===== config.mk =====
export PLATFORM = sky130hd
export DESIGN_NAME = parking_sensor_encoder
export DESIGN_NICKNAME = d
export VERILOG_FILES = /design/src/rtl/parking_pkg.sv /design/src/rtl/sensor_debounce.sv /design/src/rtl/parking_sensor_encoder.sv
export SDC_FILE = /design/constraint.sdc
export NUM_CORES = 1
export LEC_CHECK = 0
export CAP_MARGIN = 20
export CORE_MARGIN = 3
export CORE_UTILIZATION = 53
export DETAILED_ROUTE_END_ITERATION = 8
export PLACE_DENSITY = 0.85
export SETUP_SLACK_MARGIN = 0.02
export SLEW_MARGIN = 0
export SYNTH_ARGS = -nofsm -noshare
export SYNTH_HDL_FRONTEND = slang
export SYNTH_SLANG_ARGS = --single-unit

===== constraint.sdc =====
create_clock -name clk -period 1.7 [get_ports clk]
set_clock_uncertainty 0.2 [all_clocks]
set_input_delay 0.34 -clock clk [delete_from_list [all_inputs] [get_ports clk]]
set_output_delay 0.34 -clock clk [all_outputs]
set_load 0.02 [all_outputs]

===== src/rtl/parking_pkg.sv =====
// Shared constants and types for the parking-lot command path.
// The occupancy FSM decodes commands with these same values.
package parking_pkg;

  localparam logic [1:0] CMD_IDLE  = 2'b00;
  localparam logic [1:0] CMD_ENTER = 2'b10;
  localparam logic [1:0] CMD_EXIT  = 2'b01;

  typedef enum logic [1:0] {
    IDLE,
    ISSUE,
    GAP
  } emit_state_e;

endpackage


===== src/rtl/sensor_debounce.sv =====
// 2-flop synchroniser plus debouncer for one sensor.
// Emits a registered one-cycle rise pulse when the accepted level goes 0->1.
module sensor_debounce #(
  parameter int unsigned DEBOUNCE_CYCLES = 4
) (
  input  logic clk,
  input  logic reset,
  input  logic din,
  output logic stable,
  output logic rise
);

  localparam int unsigned CntW = $clog2(DEBOUNCE_CYCLES + 1);

  logic            sync1_q, sync1_d;
  logic            sync2_q, sync2_d;
  logic            stable_q, stable_d;
  logic            rise_q, rise_d;
  logic [CntW-1:0] cnt_q, cnt_d;

  always_comb begin
    sync1_d  = din;
    sync2_d  = sync1_q;
    stable_d = stable_q;
    rise_d   = 1'b0;
    cnt_d    = '0;
    // Level is accepted on the sample after the counter has reached the limit.
    if (sync2_q != stable_q) begin
      if (cnt_q == CntW'(DEBOUNCE_CYCLES)) begin
        stable_d = sync2_q;
        rise_d   = sync2_q;
      end else begin
        cnt_d = cnt_q + 1'b1;
      end
    end
  end

  always_ff @(posedge clk) begin
    if (!reset) begin
      sync1_q  <= 1'b0;
      sync2_q  <= 1'b0;
      stable_q <= 1'b0;
      rise_q   <= 1'b0;
      cnt_q    <= '0;
    end else begin
      sync1_q  <= sync1_d;
      sync2_q  <= sync2_d;
      stable_q <= stable_d;
      rise_q   <= rise_d;
      cnt_q    <= cnt_d;
    end
  end

  assign stable = stable_q;
  assign rise   = rise_q;

endmodule


===== src/rtl/parking_sensor_encoder.sv =====
// Turns debounced entry/exit sensor rises into single-cycle, spaced command words
// for the occupancy FSM, holding at most one pending event per type.
module parking_sensor_encoder
  import parking_pkg::*;
#(
  parameter int unsigned DEBOUNCE_CYCLES = 4,
  parameter int unsigned GAP_CYCLES      = 1
) (
  input  logic       clk,
  input  logic       reset,
  input  logic       enter_raw,
  input  logic       exit_raw,
  input  logic [1:0] exit_place_raw,
  output logic [3:0] cmd,
  output logic       dropped
);

  localparam int unsigned GapW    = (GAP_CYCLES > 1) ? $clog2(GAP_CYCLES) : 1;
  localparam int unsigned GapLast = (GAP_CYCLES > 0) ? GAP_CYCLES - 1 : 0;

  logic enter_stable, exit_stable, enter_rise, exit_rise;
  logic unused_stable;

  sensor_debounce #(.DEBOUNCE_CYCLES(DEBOUNCE_CYCLES)) u_enter_db (
    .clk   (clk),
    .reset (reset),
    .din   (enter_raw),
    .stable(enter_stable),
    .rise  (enter_rise)
  );

  sensor_debounce #(.DEBOUNCE_CYCLES(DEBOUNCE_CYCLES)) u_exit_db (
    .clk   (clk),
    .reset (reset),
    .din   (exit_raw),
    .stable(exit_stable),
    .rise  (exit_rise)
  );

  assign unused_stable = enter_stable ^ exit_stable;

  logic [1:0]      place_s1_q, place_s2_q;
  logic            pend_enter_q, pend_enter_d;
  logic            pend_exit_q, pend_exit_d;
  logic [1:0]      pend_place_q, pend_place_d;
  logic            dropped_q, dropped_d;
  logic [3:0]      cmd_q, cmd_d;
  logic            rr_exit_q, rr_exit_d;
  logic [GapW-1:0] gap_cnt_q, gap_cnt_d;
  emit_state_e     state_q, state_d;
  logic            try_issue, grant_enter, grant_exit;

  always_comb begin
    state_d      = state_q;
    gap_cnt_d    = gap_cnt_q;
    rr_exit_d    = rr_exit_q;
    cmd_d        = {CMD_IDLE, 2'b00};
    try_issue    = 1'b0;
    grant_enter  = 1'b0;
    grant_exit   = 1'b0;
    pend_enter_d = pend_enter_q;
    pend_exit_d  = pend_exit_q;
    pend_place_d = pend_place_q;
    dropped_d    = 1'b0;

    unique case (state_q)
      IDLE:  try_issue = 1'b1;
      ISSUE: begin
        if (GAP_CYCLES == 0) begin
          try_issue = 1'b1;
        end else begin
          state_d   = GAP;
          gap_cnt_d = '0;
        end
      end
      GAP: begin
        if (gap_cnt_q == GapW'(GapLast)) try_issue = 1'b1;
        else gap_cnt_d = gap_cnt_q + 1'b1;
      end
      default: state_d = IDLE;
    endcase

    // The last free cycle doubles as the selection cycle, so back-to-back
    // commands are separated by exactly GAP_CYCLES idle words.
    if (try_issue) begin
      state_d = IDLE;
      if (pend_enter_q && (!pend_exit_q || !rr_exit_q)) grant_enter = 1'b1;
      else if (pend_exit_q)                             grant_exit  = 1'b1;
      // Pointer only moves on a contested grant.
      if (pend_enter_q && pend_exit_q) rr_exit_d = grant_enter;
    end

    if (grant_enter) begin
      state_d      = ISSUE;
      cmd_d        = {CMD_ENTER, 2'b00};
      pend_enter_d = 1'b0;
    end
    if (grant_exit) begin
      state_d     = ISSUE;
      cmd_d       = {CMD_EXIT, pend_place_q};
      pend_exit_d = 1'b0;
    end

    if (enter_rise) begin
      if (pend_enter_q && !grant_enter) dropped_d = 1'b1;
      pend_enter_d = 1'b1;
    end
    if (exit_rise) begin
      if (pend_exit_q && !grant_exit) begin
        dropped_d = 1'b1;
      end else begin
        pend_exit_d  = 1'b1;
        pend_place_d = place_s2_q;
      end
    end
  end

  always_ff @(posedge clk) begin
    if (!reset) begin
      place_s1_q   <= '0;
      place_s2_q   <= '0;
      pend_enter_q <= 1'b0;
      pend_exit_q  <= 1'b0;
      pend_place_q <= '0;
      dropped_q    <= 1'b0;
      cmd_q        <= '0;
      rr_exit_q    <= 1'b0;
      gap_cnt_q    <= '0;
      state_q      <= IDLE;
    end else begin
      place_s1_q   <= exit_place_raw;
      place_s2_q   <= place_s1_q;
      pend_enter_q <= pend_enter_d;
      pend_exit_q  <= pend_exit_d;
      pend_place_q <= pend_place_d;
      dropped_q    <= dropped_d;
      cmd_q        <= cmd_d;
      rr_exit_q    <= rr_exit_d;
      gap_cnt_q    <= gap_cnt_d;
      state_q      <= state_d;
    end
  end

  assign cmd     = cmd_q;
  assign dropped = dropped_q;

endmodule


* Word-level counts from Yosys, hierarchy flattened *
Cells that the tools add are included.

word-level totals
  register bits = 31
  bits of input ports = 6
  output and inout port bits = 5

cells by class
  $add $sub $neg = 3
  equal/unequal tests = 7
  mux-type cells = 24
  bitwise logic cells = 4
  reductions and logical operators = 23

operators by type and width
  kind                   count
  $mux W1                19
  $reduce_and A2 Y1      4
  $add A3 B1 Y3 const B  2
  $eq A3 B3 Y1 const B   2
  $reduce_and A3 Y1      2
  $reduce_or A3 Y1       2
  $logic_and A1 B1 Y1    4
  $logic_not A1 Y1       4
  $mux W4                1
  $ne A4 B1 Y1 const B   1
  $not A1 Y1             4
  $pmux W1 S2            2
  $pmux W2 S2            1
  $reduce_bool A2 Y1     2
  $reduce_or A2 Y1       2
  $reduce_or A4 Y1       1
  $mux W3                1
  $eq A2 B1 Y1 const B   1
  $eq A2 B2 Y1 const B   1
  $logic_not A2 Y1       1
  $ne A1 B1 Y1           2
  $add A1 B1 Y1 const B  1
  $logic_or A1 B1 Y1     1

* Depth between registers and ports, before layout *
Gate-level depths: netlist of run 1.

  word-level depth = 11
  mapped depth = 5

* By module *
Synthesis of run 1 repeated with hierarchy kept, for this count alone.

unflattened totals
  cell total of the unflattened synthesis = 100
  area, all modules = 1074.8 µm²

by module, submodules not included
  module                  instances  cells each  area each (µm²)
  sensor_debounce         2          26          281.5
  parking_sensor_encoder  1          48          511.7

* Worst setup path after synthesis of run 1 *
Ideal clock, no wire load.

  kind = register to register
  start point = reg rr_exit_q
  end point = reg cmd_q[0] (netlist: cmd[0])
  arrival = 0.887 ns
  path slack = 0.498 ns
  cell stages (with the launch flop) = 4
  clock period less this slack = 1.202 ns
  cell sequence = dfxtp_1 > and2b_4 > and3b_1 > and2_1

on the way
  word-level cells in the longest chain between the ends = 6

RTL lines
  item                      RTL line                       RTL
  start: declaration        parking_sensor_encoder.sv:48   logic rr_exit_q, rr_exit_d;
  start signal: assignment  parking_sensor_encoder.sv:138  rr_exit_q <= rr_exit_d;
  $logic_not A1 Y1          parking_sensor_encoder.sv:87   if (pend_enter_q && (!pend_exit_q || !rr_exit_q)) grant_enter = 1'b1;
  $logic_or A1 B1 Y1        parking_sensor_encoder.sv:87
  $logic_and A1 B1 Y1       parking_sensor_encoder.sv:87
  $mux W1                   parking_sensor_encoder.sv:87
  $mux W1                   parking_sensor_encoder.sv:85   if (try_issue) begin
  $mux W3                   parking_sensor_encoder.sv:98   if (grant_exit) begin
  end signal: assignment    parking_sensor_encoder.sv:137  cmd_q <= cmd_d;
  end: declaration          parking_sensor_encoder.sv:47   logic [3:0] cmd_q, cmd_d;

Every way passes these cells.
A chain may end at the register's enable or synchronous reset.

* Final worst setup path of run 1 *
  start point = reg dropped_q (netlist: dropped)
  end point = out dropped

RTL lines
  item                      RTL line                       RTL
  start: declaration        parking_sensor_encoder.sv:46   logic dropped_q, dropped_d;
  start signal: assignment  parking_sensor_encoder.sv:136  dropped_q <= dropped_d;
  end: declaration          parking_sensor_encoder.sv:15   output logic dropped

No word-level cell between the ends.

==> impl_metrics.toml, run 1 <==
[run_status]
outcome = "completed"

[place]
routabilityCongestion = 0.736
dpl.cell_count = 139
post-place-ws_ns = 0.135
io_buffers = 10
postPlaceCellArea_sq_um = 1170
dp_hpwl_um = 1010

[clock_network]
cts_made_buffers = 5
hold_buffers = 0
post_cts_resized = 5
cts_max_path_buffers = 2
postCtsSetupBuffers = 0
cts_tree = "yes"
cts_root_buffer = "clkbuf_4"
htree_levels = 2
clock_sinks = 29
clk_latency_ns = 0.32
path_clk_slew_ns = 0.09

[routing]
drt_iter0_drc = 8
detail_route.wirelength_um = 1410
vias_per_cell = 4.78
vias = 703
ant_nets = 0
drc = 0
dr.pass1.iters = 4
avgRoutedWirePerCell_um = 9.59

[layout]
insertedDiodeCount = 0
nets = 131
seq_area_sq_um = 581
fin_cells = 147
final_area_sq_um = 1240
drive_gt1_share_pct = 10.7
multi_input_area_sq_um = 428
fillers = 148
syn_to_final_growth_pct = 18.6
final_util_pct = 69.4

[timing]
clock.fmax_mhz = 671
min_period_ns = 1.49
rsz0062_at_grt = "false"
worst_slew_pin_slew_ns = 0.249
drv_slew = 0
setup_ws_ns = 0.209
min_period_over_period_pct = 87.7
timing.setup.tns_ns = 0
relSlewSlack_pct = 83.4
setup_viol = 0
hold_viol_final = 0

[critical_path]
crit_arrival_ns = 0.95
required_ns = 1.16
slowest_stage = "dlygate4sd2_1"
cp_top_family = "buffers and inverters"
worst-path-buf-inv = 1
path_cells = "dlygate4sd2_1"
startpoint_type = "flip-flop"
critPathKind = "flip-flop to primary output"
worst_setup_path_end_kind = "primary output"
max_stage_delay_ns = 0.32
cp_max_fo = 1

[pwr]
leakage_nw = 0.510
vdd_ir_drop_max_v = 0.000552
power.density_nw_per_um2 = 957

[synthesis]
syn_nets = 115
synth_enable_flop_cells = 0
synth_ff_type = "dfxtp_1"
synth.cell_area_sq_um = 1040
async_flop_share_pct = 0
yosys_warnings = 0
yosysUniqueCellTypes = 26
syn_avg_cell_area_sq_um = 9.94
seq_area_frac_synth_pct = 55.6
syn_inst = 105
ys_ff_latch = 29

[global_route]
antenna_found_initial = 0
grt_usage_pct = 14.3
overflow = 0
grt_pass1_vias = 637
grt_pass1_wl_um = 2500
grt_max_degree = 25

[floorplan]
io-pin-count = 11
die_h_um = 50.4
die_w_um = 50.4
start_util_pct = 58.5
die_area_sq_um = 2540
std_cell_rows = 15
core-area_sq_um = 1780

[run]
cap_violations = 0

[worst_hold_path]
hp-class = "flip-flop to flip-flop"
## synth_stat cells (all sizes together) (2+ instances only)
master / count / area, sq um
and2: 11 / 68.8
a21oi: 2 / 10.0
nand2: 13 / 48.8
dfxtp: 29 / 581
a21boi: 4 / 30.0
nand3: 5 / 25.0
xor2: 2 / 17.5
inv: 7 / 26.3
nor2: 8 / 30.0
nor3: 2 / 10.0
mux2i: 4 / 40.0
ha: 4 / 50.1
nor2b: 2 / 15.0
## stage by stage
| stage | hold slack (ns) | power, mW |
|---|---|---|
| 4_1_cts | 0.240 | 1.20 |
| 3_5_place_dp | 0.219 | 0.746 |
| 3_3_place_gp | 0.215 | 0.745 |
| 6_report | 0.237 | 1.18 |
| 5_1_grt | 0.248 | 1.25 |
| 2_1_floorplan | 0.212 | 0.729 |
## logic make-up after synthesis
logic type / after synthesis / synth area share (%)
AO/OA/AOI/OAI: 11 / 7.79
XOR/XNOR: 3 / 2.52
buffers and inverters: 9 / 3.36
flip-flops: 29 / 55.6
adder cells (fa/ha/maj): 4 / 4.80
AND/OR/NAND/NOR: 45 / 22.1
multiplexers: 4 / 3.84
## flip-flops by register name (all words and copies together), names as in the netlist, 2 cells and up
register and count:
cmd 4, pend_place_q 2, place_s1_q 2, place_s2_q 2, u_enter_db.cnt_q 3, u_exit_db.cnt_q 3
## layer usage
metal / wire, um / track usage, % / share of wire, % / vias up
met5: 0 / 0 / 0 / -
met4: 49 / 10.8 / 3.5 / 0
met3: 108 / 9.79 / 7.7 / 6
met2: 644 / 22.2 / 46 / 19
met1: 607 / 13.1 / 43 / 305
li1: - / - / - / 373
## report_power, final
| group | switching, mW | total [mW] | internal (mW) |
|---|---|---|---|
| logic | 0.0153 | 0.0371 | 0.0218 |
| registers | 0.00404 | 0.693 | 0.689 |
| clock network | 0.215 | 0.454 | 0.239 |
| total | 0.234 | 1.18 | 0.950 |
## placed cells by master (no fill, tap or decap), types with 2 or more instances in the layout
master           count
a21boi_0             4
a21oi_1              2
and2_1              11
clkbuf_4             5
clkbuf_8             2
clkdlybuf4s50_1      5
dfxtp_1             29
dlygate4sd2_1        5
ha_1                 4
inv_1                7
mux2i_1              4
nand2_1             13
nand3_1              5
nor2_1               8
nor3_1               2
xor2_1               2
## final timing paths
kind | start | end | slack, ns | cells after the start
worst max-delay path | dropped | dropped | 0.21 | 1
worst min-delay path | place_s1_q[0] | place_s2_q[0] | 0.24 | 1
worst max register to register | rr_exit_q | cmd[0] | 0.42 | 3
worst min register to register | place_s1_q[0] | place_s2_q[0] | 0.24 | 1
## final cells by class
cell class | count | area share, %
clock buffers | 7 | 5.26
clock inverters | 1 | 0.404
inverters | 7 | 2.12
multi-input cells | 67 | 34.6
flip-flops and latches | 29 | 46.9
well taps | 25 | 2.53
repair buffers | 11 | 8.19
(Power assumes the default switching activity.)
==> inputs of run 2 (changes only) <==
- SYNTH_HIERARCHICAL: unset -> 1
==> run 2 against run 1 <==
Synthesized cell count is 4.8% lower. Largest power group unchanged. Wire length is 12% higher. Hold slack worse by 0.0010 ns. Power is 6.0% lower.
==> impl_metrics.toml, run 2 <==
[clock_network]
clk_latency_ns = 0.32
clock_sinks = 29
path_clk_slew_ns = 0.08
hold_buffers = 0
cts_made_buffers = 5
cts_max_path_buffers = 2
cts_root_buffer = "clkbuf_4"
cts_tree = "yes"
htree_levels = 2

[run]
cap_violations = 0

[layout]
drive_gt1_share_pct = 15.0
syn_to_final_growth_pct = 18.4
insertedDiodeCount = 0
layout_commonest_cell = "dfxtp_1"
final_cell_mix = "dfxtp_1 (29), and2_1 (11), inv_1 (7), nand2_1 (7)"
final_area_sq_um = 1270
fin_cells = 145
nets = 129
largest_register_ffs = 4

[critical_path]
cp_max_fo = 6
crit_arrival_ns = 1.60
critPathKind = "flip-flop to flip-flop"
crit_start = "u_exit_db/cnt_q[0]"
r2r_start = "u_exit_db/cnt_q[0]"
startpoint_type = "flip-flop"
worst_setup_path_end_kind = "flip-flop"
required_ns = 1.74

[timing]
rsz0062_at_grt = "false"
worst_slew_pin_slew_ns = 0.372
hold_viol_final = 0
min_period_over_period_pct = 92.0
drv_slew = 0
relSlewSlack_pct = 75.0
min_period_ns = 1.56
setup_viol = 0
clock.fmax_mhz = 640
timing.setup.tns_ns = 0

[routing]
dr.pass1.iters = 4
detail_route.wirelength_um = 1580
ant_nets = 0
drt_iter0_drc = 9
vias = 736
avgRoutedWirePerCell_um = 10.9
drc = 0
vias_per_cell = 5.08

[pwr]
leakage_nw = 0.499
vdd_ir_drop_max_v = 0.000659
power.density_nw_per_um2 = 874

[floorplan]
die_h_um = 51.0
io-pin-count = 11
core-area_sq_um = 1820
std_cell_rows = 15
die_area_sq_um = 2600
die_w_um = 51.0
start_util_pct = 59.0

[synthesis]
syn_nets = 110
synth.cell_area_sq_um = 1070
syn_inst = 100
synth.top_cells.by_area = "dfxtp_1 (54%), and2_1 (6.4%), ha_1 (4.7%)"
synth_ff_type = "dfxtp_1"
syn_avg_cell_area_sq_um = 10.7
synth_top_area_cell = "dfxtp_1"
yosysTopAreaCellShare_pct = 54.0
ys_ff_latch = 29
seq_area_frac_synth_pct = 54.0
yosysUniqueCellTypes = 28
netlist_top_cells_count = "dfxtp_1 (29), and2_1 (11), inv_1 (7), nand2_1 (7)"
synth_most_common_cell = "dfxtp_1"
yosys_warnings = 6
synth_enable_flop_cells = 0
async_flop_share_pct = 0

[place]
dp_hpwl_um = 1170
io_buffers = 10
dpl.cell_count = 137
postPlaceCellArea_sq_um = 1220
routabilityCongestion = 0.739

[worst_hold_path]
hp-class = "flip-flop to flip-flop"
min-delay-start = "place_s1_q[1]"

[global_route]
grt_max_degree = 14
antenna_found_initial = 0
overflow = 0
grt_pass1_wl_um = 3110
grt_pass1_vias = 725
grt_usage_pct = 16.3

[run_status]
outcome = "completed"
==> run 2: through the flow <==
stage | hold slack [ns] | util, % | setup slack, ns | total power [mW]
final | 0.236 | 69.9 | 0.136 | 1.11
after global routing | 0.249 | 69.9 | 0.0653 | 1.17
after CTS | 0.237 | 69.8 | 0.116 | 1.13
after detailed placement | 0.218 | 67.3 | 0.0478 | 0.755
after global placement | 0.216 | 67.3 | 0.0806 | 0.752
after floorplan | 0.212 | - | 0.257 | 0.730
==> run 2: cell type report <==
type	count	area, sq um
clock buffer	6	41.3
clock inverter	2	10.0
fill	147	548
inverter	7	26.3
multi-input combinational	63	467
sequential	29	581
tap	25	31.3
timing repair buffer	13	116
==> run 2: worst paths after layout <==
path | depth (start not counted) | endpoint | slack, ns
setup / recovery | 4 | u_exit_db/cnt_q[2] | 0.14
hold / removal | 1 | place_s2_q[1] | 0.24
setup reg to reg | 4 | u_exit_db/cnt_q[2] | 0.14
hold reg to reg | 1 | place_s2_q[1] | 0.24
==> run 2: cell families (layout without fill, tap and decap cells) <==
family          count (synthesis)  count (layout)  synth area share [%]
fa+ha+maj                       4               4                  4.66
compound gates                 19              19                  14.8
mux                             2               2                  1.86
simple gates                   35              35                  19.4
buf+inv                         8              28                  2.79
xor+xnor                        3               3                  2.45
flops                          29              29                  54.0
==> run 2: power breakdown <==
part / switching (mW) / leakage (nW) / internal (mW) / total, mW
clock: 0.217 / 0.0320 / 0.157 / 0.374
sequential: 0.00466 / 0.235 / 0.689 / 0.694
combinational: 0.0199 / 0.231 / 0.0251 / 0.0451
==> run 2: critical path, stage by stage, from the launching register on <==
cell and delay [ns]:
dfxtp_1 0.39, inv_1 0.06, ha_1 0.28, or3b_1 0.39, a211oi_2 0.18
==> run 2: per-layer routing <==
metal	vias up	track usage [%]	share of wire (%)
li1	380	-	-
met1	337	20.3	47
met2	17	23.8	46
met3	2	8.75	6.6
met4	0	5.38	0.38
met5	-	0	0
==> run 2: timing repair <==
action                                  CTS  global route
endpoints found under the setup margin    5             1
pin swaps                                 0             0
resized for setup                         5             1
endpoints found under the hold margin     0             0
setup buffers                             0             0
==> inputs of run 3 (changes only) <==
- CORE_UTILIZATION: 53 -> 55
- DONT_BUFFER_PORTS: unset -> 1
- PLACE_DENSITY: 0.85 -> 0.8
- SYNTH_HIERARCHICAL: 1 -> unset
==> run 3 against run 2 <==
Hold slack worse by 0.11 ns. Maximum frequency is 0.76% lower. Count of clock-buffer cells in the layout is 2 higher. Global-route usage is 2.0 points lower. Critical endpoint is now u_exit_db.cnt_q[0].
==> impl_metrics.toml, run 3 (synthesis results as in run 1) <==
[run_status]
outcome = "completed"

[routing]
detail_route.wirelength_um = 1410
dr.pass1.iters = 4
vias = 685
drt_iter0_drc = 11
drc = 0
ant_nets = 0
avgRoutedWirePerCell_um = 9.98
vias_per_cell = 4.86

[clock_network]
path_clk_slew_ns = 0.08
cts_tree = "yes"
cts_max_path_buffers = 2
postCtsSetupBuffers = 0
htree_levels = 2
clk_latency_ns = 0.31
clock_sinks = 29
cts_made_buffers = 5
cts_root_buffer = "clkbuf_4"

[place]
dp_hpwl_um = 980
io_buffers = 0
routabilityCongestion = 0.686

[timing]
min_period_ns = 1.58
drv_slew = 0
rsz0062_at_grt = "false"
hold_viol_final = 0
clock.fmax_mhz = 635
worst_slew_pin_slew_ns = 0.637
relSlewSlack_pct = 57.4
setup_viol = 0
min_period_over_period_pct = 92.7
timing.setup.tns_ns = 0

[floorplan]
start_util_pct = 59.1
std_cell_rows = 15
io-pin-count = 11
die_area_sq_um = 2460
die_w_um = 49.6
core-area_sq_um = 1760
die_h_um = 49.6

[critical_path]
worst_setup_path_end_kind = "flip-flop"
cp_max_fo = 24
critPathKind = "primary input to flip-flop"
required_ns = 1.75
ff2ff_setup_slack_ns = 0.43
crit_arrival_ns = 1.62
startpoint_type = "primary input"

[layout]
layout_commonest_cell = "dfxtp_1"
drive_gt1_share_pct = 7.76
nets = 125
insertedDiodeCount = 0
largest_register_ffs = 4
syn_to_final_growth_pct = 11.6
final_cell_mix = "dfxtp_1 (29), nand2_1 (13), and2_1 (11)"

[global_route]
grt_max_degree = 25
antenna_found_initial = 0
overflow = 0
grt_pass1_vias = 658
grt_pass1_wl_um = 2580
grt_usage_pct = 14.3

[pwr]
vdd_ir_drop_max_v = 0.000672
leakage_nw = 0.450
power_mw = 1.09
power.density_nw_per_um2 = 940

[run]
cap_violations = 0

[worst_hold_path]
hp-class = "primary input to flip-flop"
[run 3: worst paths after layout]
kind | end | start | depth (start not counted)
setup / recovery | u_exit_db.cnt_q[0] | reset | 3
hold / removal | state_q[0] | reset | 2
setup reg to reg | u_exit_db.cnt_q[0] | u_exit_db.cnt_q[0] | 5
hold reg to reg | place_s2_q[0] | place_s1_q[0] | 1
[run 3: routing by layer]
metal / wire length [um] / global-route usage (%)
met5: 0 / 0
met4: 0 / 5.53
met3: 100 / 9.06
met2: 721 / 23.6
met1: 585 / 14.2
[run 3: report_power, final]
group	internal (mW)	switching, mW	total [mW]
Combinational	0.0182	0.0154	0.0336
Clock	0.164	0.204	0.368
Sequential	0.689	0.00397	0.693
Total	0.871	0.223	1.09
[run 3: through the flow]
step | hold WS (ns) | std cells | instance area [sq um] | setup slack (ns) | utilization (%)
2_1_floorplan | 0.212 | 105 | 1040 | 0.498 | -
3_3_place_gp | 0.214 | 128 | 1070 | 0.472 | 60.4
3_5_place_dp | 0.218 | 128 | 1070 | 0.454 | 60.4
4_1_cts | 0.103 | 141 | 1160 | 0.0894 | 66.0
5_1_grt | 0.105 | 141 | 1160 | 0.0290 | 66.0
6_report | 0.126 | 141 | 1160 | 0.125 | 66.0
[run 3: what timing repair did]
action,CTS,global route
gates resized for setup,0,0
setup endpoints to repair,0,0
hold buffers,5,0
hold endpoints to repair,24,0
[run 3: critical path, cell delays in order]
cell,delay [ns]
dlygate4sd3_1,0.95
nand3_1,0.20
nor2_1,0.14
[run 3: layout make-up]
type | count | area, sq um
Fill cell | 152 | 599
Sequential cell | 29 | 581
Multi-Input combinational cell | 67 | 428
Timing Repair Buffer | 5 | 50.0
Clock buffer | 8 | 48.8
Tap cell | 25 | 31.3
Inverter | 7 | 26.3
